===== src/rtl/fpu_seq_ctrl.sv =====
// Main decoder with a start/ready/done sequencer for a variable-latency RV32F FPU.
// Define FPU_DIV_EN to decode FDIV.S; otherwise it is reported as illegal.
module fpu_seq_ctrl #(
  parameter int TIMEOUT_CYCLES = 64,
  parameter int FPU_CTRL_W     = 3,
  parameter int CNT_W          = $clog2(TIMEOUT_CYCLES + 1)
) (
  input  logic                  CLK,
  input  logic                  RST,
  input  logic                  instr_valid,
  input  logic [6:0]            op,
  input  logic [2:0]            funct3,
  input  logic [6:0]            funct7,
  input  logic                  Zero,
  input  logic                  fpu_ready,
  input  logic                  fpu_done,
  output logic                  PCSrc,
  output logic                  ResultSrc,
  output logic                  MemWrite,
  output logic [2:0]            ALUControl,
  output logic                  ALUSrc,
  output logic [1:0]            ImmSrc,
  output logic                  RegWrite,
  output logic [FPU_CTRL_W-1:0] FPUControl,
  output logic                  ALU_FPU_Select,
  output logic                  fpu_start,
  output logic                  stall,
  output logic                  illegal,
  output logic                  fpu_err
);

  localparam logic [6:0] OP_R  = 7'b0110011;
  localparam logic [6:0] OP_I  = 7'b0010011;
  localparam logic [6:0] OP_LW = 7'b0000011;
  localparam logic [6:0] OP_SW = 7'b0100011;
  localparam logic [6:0] OP_B  = 7'b1100011;
  localparam logic [6:0] OP_FP = 7'b1010011;

  localparam logic [CNT_W-1:0] CNT_LAST = CNT_W'(TIMEOUT_CYCLES - 1);
  localparam logic [CNT_W-1:0] CNT_MAX  = CNT_W'(TIMEOUT_CYCLES);

  typedef enum logic [1:0] {S_IDLE, S_ISSUE, S_WAIT, S_WB} state_t;

  state_t                state, state_nxt;
  logic [CNT_W-1:0]      cnt, cnt_nxt;
  logic [FPU_CTRL_W-1:0] fctl_q, fctl_nxt;
  logic                  err_q, err_nxt;
  logic                  is_fp;
  logic [FPU_CTRL_W-1:0] fp_ctl;

  always_ff @(posedge CLK or negedge RST) begin
    if (!RST) begin
      state  <= S_IDLE;
      cnt    <= '0;
      fctl_q <= '0;
      err_q  <= 1'b0;
    end else begin
      state  <= state_nxt;
      cnt    <= cnt_nxt;
      fctl_q <= fctl_nxt;
      err_q  <= err_nxt;
    end
  end

  // FP funct7 encodes the operation in bits [3:2]
  always_comb begin
    is_fp  = 1'b0;
    fp_ctl = FPU_CTRL_W'(funct7[3:2]);
    if (op == OP_FP) begin
      case (funct7)
        7'b0000000, 7'b0000100, 7'b0001000: is_fp = 1'b1;
`ifdef FPU_DIV_EN
        7'b0001100: is_fp = 1'b1;
`else
        7'b0001100: is_fp = 1'b0;
`endif
        default: is_fp = 1'b0;
      endcase
    end
  end

  always_comb begin
    state_nxt      = state;
    cnt_nxt        = cnt;
    fctl_nxt       = fctl_q;
    err_nxt        = err_q;
    PCSrc          = 1'b0;
    ResultSrc      = 1'b0;
    MemWrite       = 1'b0;
    ALUControl     = 3'b000;
    ALUSrc         = 1'b0;
    ImmSrc         = 2'b00;
    RegWrite       = 1'b0;
    FPUControl     = '0;
    ALU_FPU_Select = 1'b0;
    fpu_start      = 1'b0;
    stall          = 1'b0;
    illegal        = 1'b0;
    case (state)
      S_IDLE: begin
        if (instr_valid) begin
          if (is_fp) begin
            stall      = 1'b1;
            FPUControl = fp_ctl;
            fctl_nxt   = fp_ctl;
            state_nxt  = S_ISSUE;
          end else begin
            case (op)
              OP_R: begin
                RegWrite = 1'b1;
                case ({funct7, funct3})
                  {7'b0000000, 3'b000}: ALUControl = 3'b000;
                  {7'b0100000, 3'b000}: ALUControl = 3'b001;
                  {7'b0000000, 3'b111}: ALUControl = 3'b010;
                  {7'b0000000, 3'b110}: ALUControl = 3'b011;
                  {7'b0000000, 3'b010}: ALUControl = 3'b101;
                  default: begin
                    RegWrite = 1'b0;
                    illegal  = 1'b1;
                  end
                endcase
              end
              OP_I: begin
                RegWrite = 1'b1;
                ALUSrc   = 1'b1;
              end
              OP_LW: begin
                RegWrite  = 1'b1;
                ALUSrc    = 1'b1;
                ResultSrc = 1'b1;
              end
              OP_SW: begin
                MemWrite = 1'b1;
                ALUSrc   = 1'b1;
                ImmSrc   = 2'b01;
              end
              OP_B: begin
                if (funct3 == 3'b000 || funct3 == 3'b001) begin
                  ALUControl = 3'b001;
                  ImmSrc     = 2'b10;
                  PCSrc      = funct3[0] ? !Zero : Zero;
                end else begin
                  illegal = 1'b1;
                end
              end
              default: illegal = 1'b1;
            endcase
          end
        end
      end
      S_ISSUE: begin
        stall      = 1'b1;
        FPUControl = fctl_q;
        fpu_start  = fpu_ready;
        if (fpu_ready) begin
          cnt_nxt   = '0;
          state_nxt = S_WAIT;
        end
      end
      S_WAIT: begin
        stall      = 1'b1;
        FPUControl = fctl_q;
        if (cnt != CNT_MAX) cnt_nxt = cnt + CNT_W'(1);
        // done on the timeout cycle still completes normally
        if (fpu_done) begin
          state_nxt = S_WB;
        end else if (cnt == CNT_LAST) begin
          err_nxt   = 1'b1;
          state_nxt = S_IDLE;
        end
      end
      S_WB: begin
        RegWrite       = 1'b1;
        ALU_FPU_Select = 1'b1;
        FPUControl     = fctl_q;
        state_nxt      = S_IDLE;
      end
      default: state_nxt = S_IDLE;
    endcase
    fpu_err = err_q;
    // reset forces every output low without waiting for a clock
    if (!RST) begin
      PCSrc          = 1'b0;
      ResultSrc      = 1'b0;
      MemWrite       = 1'b0;
      ALUControl     = 3'b000;
      ALUSrc         = 1'b0;
      ImmSrc         = 2'b00;
      RegWrite       = 1'b0;
      FPUControl     = '0;
      ALU_FPU_Select = 1'b0;
      fpu_start      = 1'b0;
      stall          = 1'b0;
      illegal        = 1'b0;
      fpu_err        = 1'b0;
    end
  end

endmodule


===== config.mk =====
export PLATFORM = sky130hd
export DESIGN_NAME = fpu_seq_ctrl
export DESIGN_NICKNAME = d
export VERILOG_FILES = /design/src/rtl/fpu_seq_ctrl.sv
export SDC_FILE = /design/constraint.sdc
export NUM_CORES = 1
export LEC_CHECK = 0
export CORE_UTILIZATION = 44
export DETAILED_ROUTE_END_ITERATION = 16
export PLACE_DENSITY = 0.79
export SLEW_MARGIN = 30
export SYNTH_ARGS = -nofsm -noshare
export SYNTH_HDL_FRONTEND = slang
export SYNTH_SLANG_ARGS = --single-unit

===== constraint.sdc =====
create_clock -name CLK -period 4.5 [get_ports CLK]
set_input_delay 1.35 -clock CLK [delete_from_list [all_inputs] [get_ports CLK]]
set_output_delay 1.35 -clock CLK [all_outputs]
set_load 0.03 [all_outputs]

# ---- Word level (Yosys, flattened, before mapping)
# Cells that the tools add are included.
dict set report totals {
  regBits 12
  output_inout_bits 18
  elab_cells 118
}
dict set report op_classes {
  n_addsub 1
  eq_ne 23
  muxes 72
  n_bitwise 1
  reduce_logical 17
}
# op count
set ops {}
lappend ops {{$mux 1} 43}
lappend ops {{$mux 2} 12}
lappend ops {{$eq 7x6->1 const B} 3}
lappend ops {{$eq 10x3->1 const B} 2}
lappend ops {{$mux 3} 5}
lappend ops {{$eq 7x7->1 const B} 2}
lappend ops {{$mux 7} 2}
lappend ops {{$pmux 7 s2} 1}
lappend ops {{$pmux 3 s2} 2}
lappend ops {{$pmux 3 s4} 1}
lappend ops {{$eq 10x2->1 const B} 1}
lappend ops {{$eq 10x9->1 const B} 1}
lappend ops {{$logic_not 10->1} 1}
lappend ops {{$reduce_and 3->1} 3}
lappend ops {{$reduce_or 3->1} 3}
lappend ops {{$ne 2x2->1 const B} 4}
lappend ops {{$pmux 2 s4} 1}
lappend ops {{$add 7x1->7 const B} 1}
lappend ops {{$eq 7x2->1 const B} 1}
lappend ops {{$eq 7x3->1 const B} 1}
lappend ops {{$eq 7x4->1 const B} 1}
lappend ops {{$eq 7x5->1 const B} 1}
lappend ops {{$logic_not 7->1} 1}
lappend ops {{$ne 7x7->1 const B} 1}
lappend ops {{other kinds (16)} 20}

# ---- Longest topological paths before layout
dict set report depth {
  depth_word 8
  ltp_mapped 8
  depth_no_buf 7
}

# ---- Least setup slack after synthesis
# OpenSTA, ideal clock, no wires.
dict set report synth_path {
  path_type {input port to output port}
  startpoint {input port funct7[1]}
  endpoint {output port ALUControl[2]}
  t_arrival_ps 3230
  required_ps 3150
  path_slack_ps -80
  cell_stages 5
  n_path_buf 0
  cell_sequence {or4_4 nor3_1 nand4_1 or4_1 nor3_1}
}
dict set report synth_between {
  elab_chain_cells 8
  word_cells_on_any_way 16
}
# item line_no
set synth_lines {}
lappend synth_lines {{from (decl)} 13} ;# input logic [6:0] funct7,
lappend synth_lines {{branches (longest 4 deep; another with $eq 10x2->1)} -}
lappend synth_lines {{$mux 3 (*)} 102} ;# if (is_fp) begin
lappend synth_lines {{$mux 3 (*)} 101} ;# if (instr_valid) begin
lappend synth_lines {{$mux 3 (*)} 99} ;# case (state)
lappend synth_lines {{$mux 3 (*)} 182} ;# if (!RST) begin
lappend synth_lines {{to (decl)} 20} ;# output logic [2:0] ALUControl,
# Mark *: on every way between the ends.

# ---- Final worst setup path
dict set report layout_path {
  startpoint {input port funct7[6]}
  endpoint {output port ALUControl[2]}
}
# The elaborated chain is that of the path after synthesis.

==> qor.csv <==
metric,value,unit
top-count cell post-synth,dfrtp_1,
post-synth top area share,26.7,%
Synth area leaders,"dfrtp_1 (27%), ha_1 (8.9%), a2111oi_4 (4.9%)",
Cells after Synth,131,
Startpoint Class,input pin,
fin crit period,4.44,ns
Final #Nets,226,
most common library cells after synthesis,"dfrtp_1 (12), inv_1 (11), nand2_1 (11), nor2_1 (9)",
"Avg Cell Area, Syn",8.60,sq um
global route hottest layer,met2,
Die Ht,52.6,um
reg2reg start,state[0],
number of global-route vias before repair,1143,
drt first-iter violations,25,
crit path max-delay cell type,or4_4,
Inserted Clock Buffers,3,
"Async S/R FF share, synth",100,%
Hold WC Path Type,register to register,
number of synthesized flops with an enable pin,0,
Starting Density,48.6,%
CP Cell Sequence,"buf_6, or4_4, nor3_4, nand4_1, or4_4, nor3_2, buf_4",
"Reg clk slew, reported paths",0.08,ns
M1 GR Usage,32.0,%
IO Count,41,
H-tree Lvls,1,
TNS Setup,0,ns
unrepaired setup endpoints after global routing,no,
GRT Overall Usage,26.3,%
clock latency on the worst-skew pair,0.28,ns
core area,2320,sq um
port buffer count,39,
fmax,225,MHz
"Largest stage delay, worst path",0.55,ns
# Max-Cap Violations,0,
Longest Clk Path Bufs,2,
Worst-Margin Slew,0.503,ns
max_slew headroom,66.5,%
Worst Setup End Kind,output pin,
Setup Skew,0.00371,ns
fraction of layout cells with a size suffix above 1,32.5,%
Post-DP HPWL,2.55,mm
DRT Wirelength,3.24,mm
final design area excluding fillers,1770,sq um
met3 GRT Util,4.35,%
Area Overhead vs Synth,56.9,%
ratio of final minimum period to clock period,98.6,%
Worst Setup Path Type,input pin to output pin,
FF-to-FF setup slack,2.29,ns
final setup vio count,0,
hold endpoint,err_q,
GP Congestion,0.778,
flop and latch count out of synthesis,12,
cell taking the most area after synthesis,dfrtp_1,
PwrDens,323,nW/um^2
placed cell count,212,
WHS,0.460,ns
Post-Place Worst Slack,-0.420,ns
required time at the worst-slack endpoint,3.15,ns
row cnt,17,
largest fanout on the critical path,2,
"Slew Viols, Final",0,
final hold vios,0,
Layout Cells excl Fill,222,
Post-DP Area,1630,sq um
register area share after synthesis,26.7,%
R2R Path End,cnt[3],
global-route wire length before repair,5.25,mm
leakage,0.877,nW
met2 usage,47.5,%
Hold Crit Start,err_q,
DRT antenna net count,0,
CTS root buffer,clkbuf_4,
Setup WS post-layout,0.0647,ns
largest net degree at the start of global routing,19,
TritonCTS clock tree,yes,
worst hold path cell count,1,
most used cell along the critical path,or4_4,
drc violations,0,
WL per Instance,14.6,um
CTS Sinks,12,
Die Area,2770,sq um
initial antenna violation count,0,
global route overflow,0,
post-synthesis instance area,1130,sq um
main flop type after synthesis,dfrtp_1,
Via Count,1226,
ant diodes,0,
die width,52.6,um
final core utilization,76.2,%
Synth cell types,41,
Worst R2R Path Depth,6,
Mapped Nets,162,
Power Total,0.570,mW
Vias per Instance,5.52,
1st-pass router iterations,5,
status,completed,
VDD IR max,0.458,mV
yosys warns,0,
worst path arrival time,3.09,ns
## logic make-up after synthesis
family | share of synthesized area (%)
other | 0.333
muxes | 4.67
AOI/OAI and AO/OA | 23.6
xor gates and xnor gates | 0.778
buffers and inverters | 5.00
DFF | 26.7
and+or+nand+nor | 30.1
adders and majority gates | 8.89
## layout make-up
cell class / instances / area, sq um
inverters: 11 / 41.3
well taps: 28 / 35.0
flip-flops and latches: 12 / 300
clock buffers: 4 / 36.3
fillers: 158 / 552
repair buffers: 62 / 537
multi-input cells: 105 / 817
## power by group
part           total (mW)  internal [mW]  leakage [nW]  switching [mW]
combinational       0.328          0.135         0.694           0.193
clock              0.0886         0.0493        0.0210          0.0393
sequential          0.153          0.127         0.163          0.0258
## placed cells by master, fill, tap and decap left out, types with 2 or more instances in the layout
| master | n |
|---|---|
| a2111oi_4 | 2 |
| a21o_1 | 4 |
| a21oi_1 | 7 |
| a22o_1 | 4 |
| and2_1 | 2 |
| and3_1 | 2 |
| buf_2 | 2 |
| buf_4 | 32 |
| buf_6 | 6 |
| clkbuf_4 | 3 |
| clkdlybuf4s50_1 | 11 |
| dfrtp_1 | 12 |
| dlygate4sd2_1 | 7 |
| dlymetal6s2s_1 | 3 |
| ha_1 | 8 |
| inv_1 | 10 |
| mux2_2 | 2 |
| mux2i_1 | 3 |
| nand2_1 | 11 |
| nand2b_1 | 3 |
| nand3_1 | 6 |
| nor2_1 | 8 |
| nor2b_1 | 3 |
| nor3_1 | 6 |
| nor3b_1 | 2 |
| o21ai_0 | 5 |
| or3_1 | 2 |
| or4_4 | 2 |
## layer usage
layer,wire length (um),vias up
li1,-,602
met1,1390,590
met2,1700,32
met3,128,2
met4,11,0
met5,0,-
## state kept, by name, indices dropped and copies added (netlist names)
signal / cells
cnt: 7
err_q: 1
fctl_q: 2
state: 2
## critical path, delay by kind of cell
| family | cells | cell delay (ns) |
|---|---|---|
| buffers and inverters | 2 | 0.27 |
| AND/OR/NAND/NOR | 5 | 1.47 |
## worst max-delay path by stage
| stage | start | to | depth (start not counted) |
|---|---|---|---|
| after global routing | funct7[6] | ALUControl[2] | 7 |
| after CTS | funct7[6] | ALUControl[2] | 7 |
| final | funct7[6] | ALUControl[2] | 7 |
| after detailed placement | funct7[1] | PCSrc | 6 |
| after global placement | funct7[1] | PCSrc | 6 |
| after floorplan | funct7[1] | ALUControl[1] | 5 |
## what timing repair did
action	4_1_cts	5_1_grt
pin swaps	8	4
setup buffers	4	2
hold buffers	0	0
hold endpoints to repair	0	0
setup endpoints to repair	10	6
gates resized for setup	28	9
Note: power is estimated with default switching activity, not from simulation.
==> RTL change 1 (config.mk and constraints unchanged) <==
Re-encode `state_t` (4 states) as one-hot, 4 bits wide.
--- a/src/rtl/fpu_seq_ctrl.sv
+++ b/src/rtl/fpu_seq_ctrl.sv
@@ -39,7 +39,7 @@
   localparam logic [CNT_W-1:0] CNT_LAST = CNT_W'(TIMEOUT_CYCLES - 1);
   localparam logic [CNT_W-1:0] CNT_MAX  = CNT_W'(TIMEOUT_CYCLES);
 
-  typedef enum logic [1:0] {S_IDLE, S_ISSUE, S_WAIT, S_WB} state_t;
+  typedef enum logic [3:0] {S_IDLE = 4'b0001, S_ISSUE = 4'b0010, S_WAIT = 4'b0100, S_WB = 4'b1000} state_t;
 
   state_t                state, state_nxt;
   logic [CNT_W-1:0]      cnt, cnt_nxt;
Function: no difference found for any inputs over 10 cycles, from zero or initial values and one cycle with RST low; not proved beyond that.
==> RTL change 1 against the original RTL <==
- routed wire length shrank 6.4%
- worst setup slack improved by 0.12 ns
- sequential cell count is 2 higher
- synthesized cell count rose by 3.8%
- critical path depth down 1
- area after synthesis decreased by 0.11%
- sequential share of layout area grew 5.6 points
- fmax grew 2.7%
- cell area shrank 12%
Power is not compared: it rests on default switching activity, and its combinational part moved more than twofold at a synthesized area within 25%.
==> RTL change 1: results <==
set metrics [dict create \
    wl_met1_microns 1380 \
    met3WireLength_microns 232 \
    synthesis.nets 161 \
    cp_max_fo 4 \
    reg_top3 "cnt: 7 flops, state: 4 flops, fctl_q: 2 flops" \
    worst_pin_slew_ns 0.611 \
    post-cts-setup-buffer-count 0 \
    outcome "finished clean" \
    cts.repair.resized 0 \
    fin_nets 208 \
    place_hpwl_microns 2330 \
    synthDistinctLibCells 42 \
    clk_latency_ns 0.30 \
    clock_skew_ns 0.0228 \
    cp.arrival_ns 2.97 \
    seq_area_frac_synth_pct 31.3 \
    drive_gt1_share_pct 19.2 \
    fillers 200 \
    synthTopCellsByCount "nand2_1, dfrtp_1, nor2_1" \
    synth_area_leaders "dfrtp_1, mux2i_1, nand2_1, nor2_1, nand3_1" \
    first_pass_iters 4 \
    via_per_inst 5.78 \
    place_congestion 0.827 \
    drt_iter0_markers 35 \
    wl_per_cell_microns 14.4 \
    grt_pass1_vias 1057 \
    grt_pass1_wl_microns 4640 \
]
RTL change 1: cell types whose count changed in the layout (fill, tap and decap cells not counted), sizes merged, moves of 4 or more:
cell	delta
nand2	+5
inv	-4
nor2	+4
buf	-18
ha	-6
clkdlybuf4s50	+11
dlygate4sd2	-7
nor3	-4
a22o	-4
RTL change 1: worst paths after layout:
kind,start,endpoint,slack [ns],depth (start not counted)
max in group asynchronous,RST,state[0],2.75,2
hold / removal,err_q,err_q,0.46,1
setup reg to reg,cnt[0],cnt[5],2.62,5
hold reg to reg,err_q,err_q,0.46,1
min in group asynchronous,RST,cnt[1],1.47,2
setup / recovery,funct7[1],ALUControl[2],0.18,6
RTL change 1: final cells by class:
cell class,count,area (sq um),area share [%]
Clock buffer,4,26.3,1.69
Inverter,7,26.3,1.69
Multi-Input combinational cell,113,734,47.1
Sequential cell,14,352,22.6
Tap cell,28,35.0,2.25
Timing Repair Buffer,44,385,24.7
RTL change 1: power by group:
part	switching [mW]	internal (mW)
sequential	0.0105	0.133
clock	0.0453	0.0345
combinational	0.0292	0.0340
total	0.0850	0.201
RTL change 1: critical path, cell delays in order:
cell and delay (ns):
clkdlybuf4s50_1 0.41, nor4_2 0.39, nand2_1 0.14, nand4bb_1 0.24
nor3b_1 0.24, buf_4 0.19
RTL change 1: cell families after synthesis:
logic type	share of synthesized area (%)
fa+ha+maj	2.22
mux	7.34
compound gates	18.9
other cells	0.333
xor+xnor	1.56
simple gates	34.9
buf+inv	3.45
flops	31.3
RTL change 1: through the flow:
stage | area (sq um) | cells
2_1_floorplan | 1120 | 136
3_3_place_gp | 1530 | 206
3_5_place_dp | 1530 | 206
4_1_cts | 1560 | 210
5_1_grt | 1560 | 210
6_report | 1560 | 210
==> RTL change 2 (same settings) <==
Without the edit above. Add a define of `FPU_DIV_EN`.
--- a/src/rtl/fpu_seq_ctrl.sv
+++ b/src/rtl/fpu_seq_ctrl.sv
@@ -1,5 +1,7 @@
 // Main decoder with a start/ready/done sequencer for a variable-latency RV32F FPU.
 // Define FPU_DIV_EN to decode FDIV.S; otherwise it is reported as illegal.
+`define FPU_DIV_EN
+
 module fpu_seq_ctrl #(
   parameter int TIMEOUT_CYCLES = 64,
   parameter int FPU_CTRL_W     = 3,
Check against the original RTL: not equivalent (Yosys sat finds a counterexample within 4 cycles, from zero or initial values and one cycle with RST low).
==> RTL change 2 against the original RTL <==
- total power is 2.9% lower
- die area decreased by 0.65%
- cell count fell by 2.3%
- sequential power rose by 16%
- clock skew rose by 0.012 ns
- global-route usage fell by 2.1 points
- non-clock buffer count decreased by 9
- area after synthesis is 0.67% lower
- worst hold slack gained 0.029 ns
- clock power is 25% lower
- worst setup slack worse by 0.012 ns
- routed wire length fell by 0.93%
- sequential cell count unchanged
- cell area decreased by 6.3%
- largest cell class unchanged
- highest routed layer unchanged
==> RTL change 2: results <==
set metrics [dict create \
    hold_depth 2 \
    place_congestion 0.807 \
    cp_slowest_cell "clkdlybuf4s50_1" \
    synthMuxAreaShare_pct 3.80 \
    rrSetupSlack_ns 2.45 \
    placed_cell_area_sq_um 1590 \
    yosys.area_share.adder_pct 8.95 \
    synthesis.nets 167 \
    cp_max_fo 4 \
    first_pass_iters 4 \
    gr-usage-all-layers_pct 24.2 \
    drive_gt1_share_pct 22.8 \
    clk_pin_slew_ns 0.08 \
    synthTopCellsByCount "nor2_1, dfrtp_1, nand2_1" \
    synth_area_leaders "dfrtp_1, ha_1, nor2_1, nand2_1, nand3_1" \
    post-cts-setup-buffer-count 0 \
    fillers 184 \
    peakVddDrop_uv 256 \
    place_hpwl_microns 2490 \
    synth-compound-area-share_pct 17.2 \
    outcome "finished clean" \
    cts_buffer_depth 2 \
    critPathTopFamily "buffers and inverters" \
    clock_skew_ns 0.0157 \
    grt_util_met3_pct 5.22 \
    via_per_inst 5.89 \
    ys.flop_type "dfrtp_1" \
    worst_pin_slew_ns 0.511 \
    ff2ff_path_depth 5 \
    drt_iter0_markers 34 \
    place_ws_ns -0.115 \
    met1_usage_pct 30.9 \
    fin_crit_sh_pct 98.8 \
    seq_area_frac_synth_pct 26.8 \
    grt_pass1_vias 1170 \
    numPortBuffers 39 \
    synthDistinctLibCells 43 \
    fin_nets 222 \
    p_leak_nw 0.720 \
    crit_path_max_incr_delay_ns 0.48 \
    grt_pass1_wl_microns 5000 \
    cp.arrival_ns 3.10 \
]
## RTL change 2: cell count changes after synthesis, sizes merged, moves of 3 or more
cell	unedited run	this run
a21o	4	1
nor3	8	4
a22o	4	1
nor2	9	13
o211ai	0	3
## RTL change 2: worst paths after layout
| check | start | to |
|---|---|---|
| min | err_q | err_q |
| max reg2reg | state[0] | cnt[1] |
| max | op[5] | stall |
| min reg2reg | err_q | err_q |
| max in group asynchronous | RST | cnt[5] |
| min in group asynchronous | RST | cnt[6] |
## RTL change 2: logic make-up after synthesis
logic type / after synthesis
other: 1
flip-flops: 12
multiplexers: 4
buffers and inverters: 12
XOR/XNOR: 3
AO/OA/AOI/OAI: 26
adder cells (fa/ha/maj): 8
AND/OR/NAND/NOR: 70
## RTL change 2: cell type report
type | instances | area (sq um) | area share (%)
Multi-Input combinational cell | 112 | 812 | 49.1
Timing Repair Buffer | 53 | 452 | 27.3
Sequential cell | 12 | 300 | 18.1
Tap cell | 28 | 35.0 | 2.12
Inverter | 9 | 33.8 | 2.04
Clock buffer | 3 | 22.5 | 1.36
## RTL change 2: power by group
part / internal (mW) / total, mW / switching, mW
Clock: 0.0309 / 0.0662 / 0.0352
Combinational: 0.137 / 0.310 / 0.173
Sequential: 0.136 / 0.177 / 0.0414
## RTL change 2: through the flow
step | hold slack, ns | TNS [ns] | instances
finish | 0.489 | 0 | 217
global route | 0.525 | -0.0318 | 217
CTS | 0.495 | 0 | 217
detailed placement | 0.470 | -0.209 | 214
global placement | 0.454 | -0.219 | 214
floorplan | 0.423 | 0 | 136
## RTL change 2: repair_timing
action | in CTS | in global routing
endpoints found under the setup margin | 4 | 4
pin swaps | 3 | 4
resized for setup | 8 | 4
## RTL change 2: worst min-delay path, delay by kind of cell, from the launching register on
| family | cells | cell delay, ns |
|---|---|---|
| DFF | 1 | 0.36 |
| buffers and inverters | 1 | 0.05 |
| AOI/OAI and AO/OA | 1 | 0.05 |
## RTL change 2: metal layers
metal / vias up / part of all wire [%]
met5: - / 0
met4: 0 / 1.6
met3: 6 / 4.4
met2: 43 / 49
met1: 614 / 45
li1: 615 / -
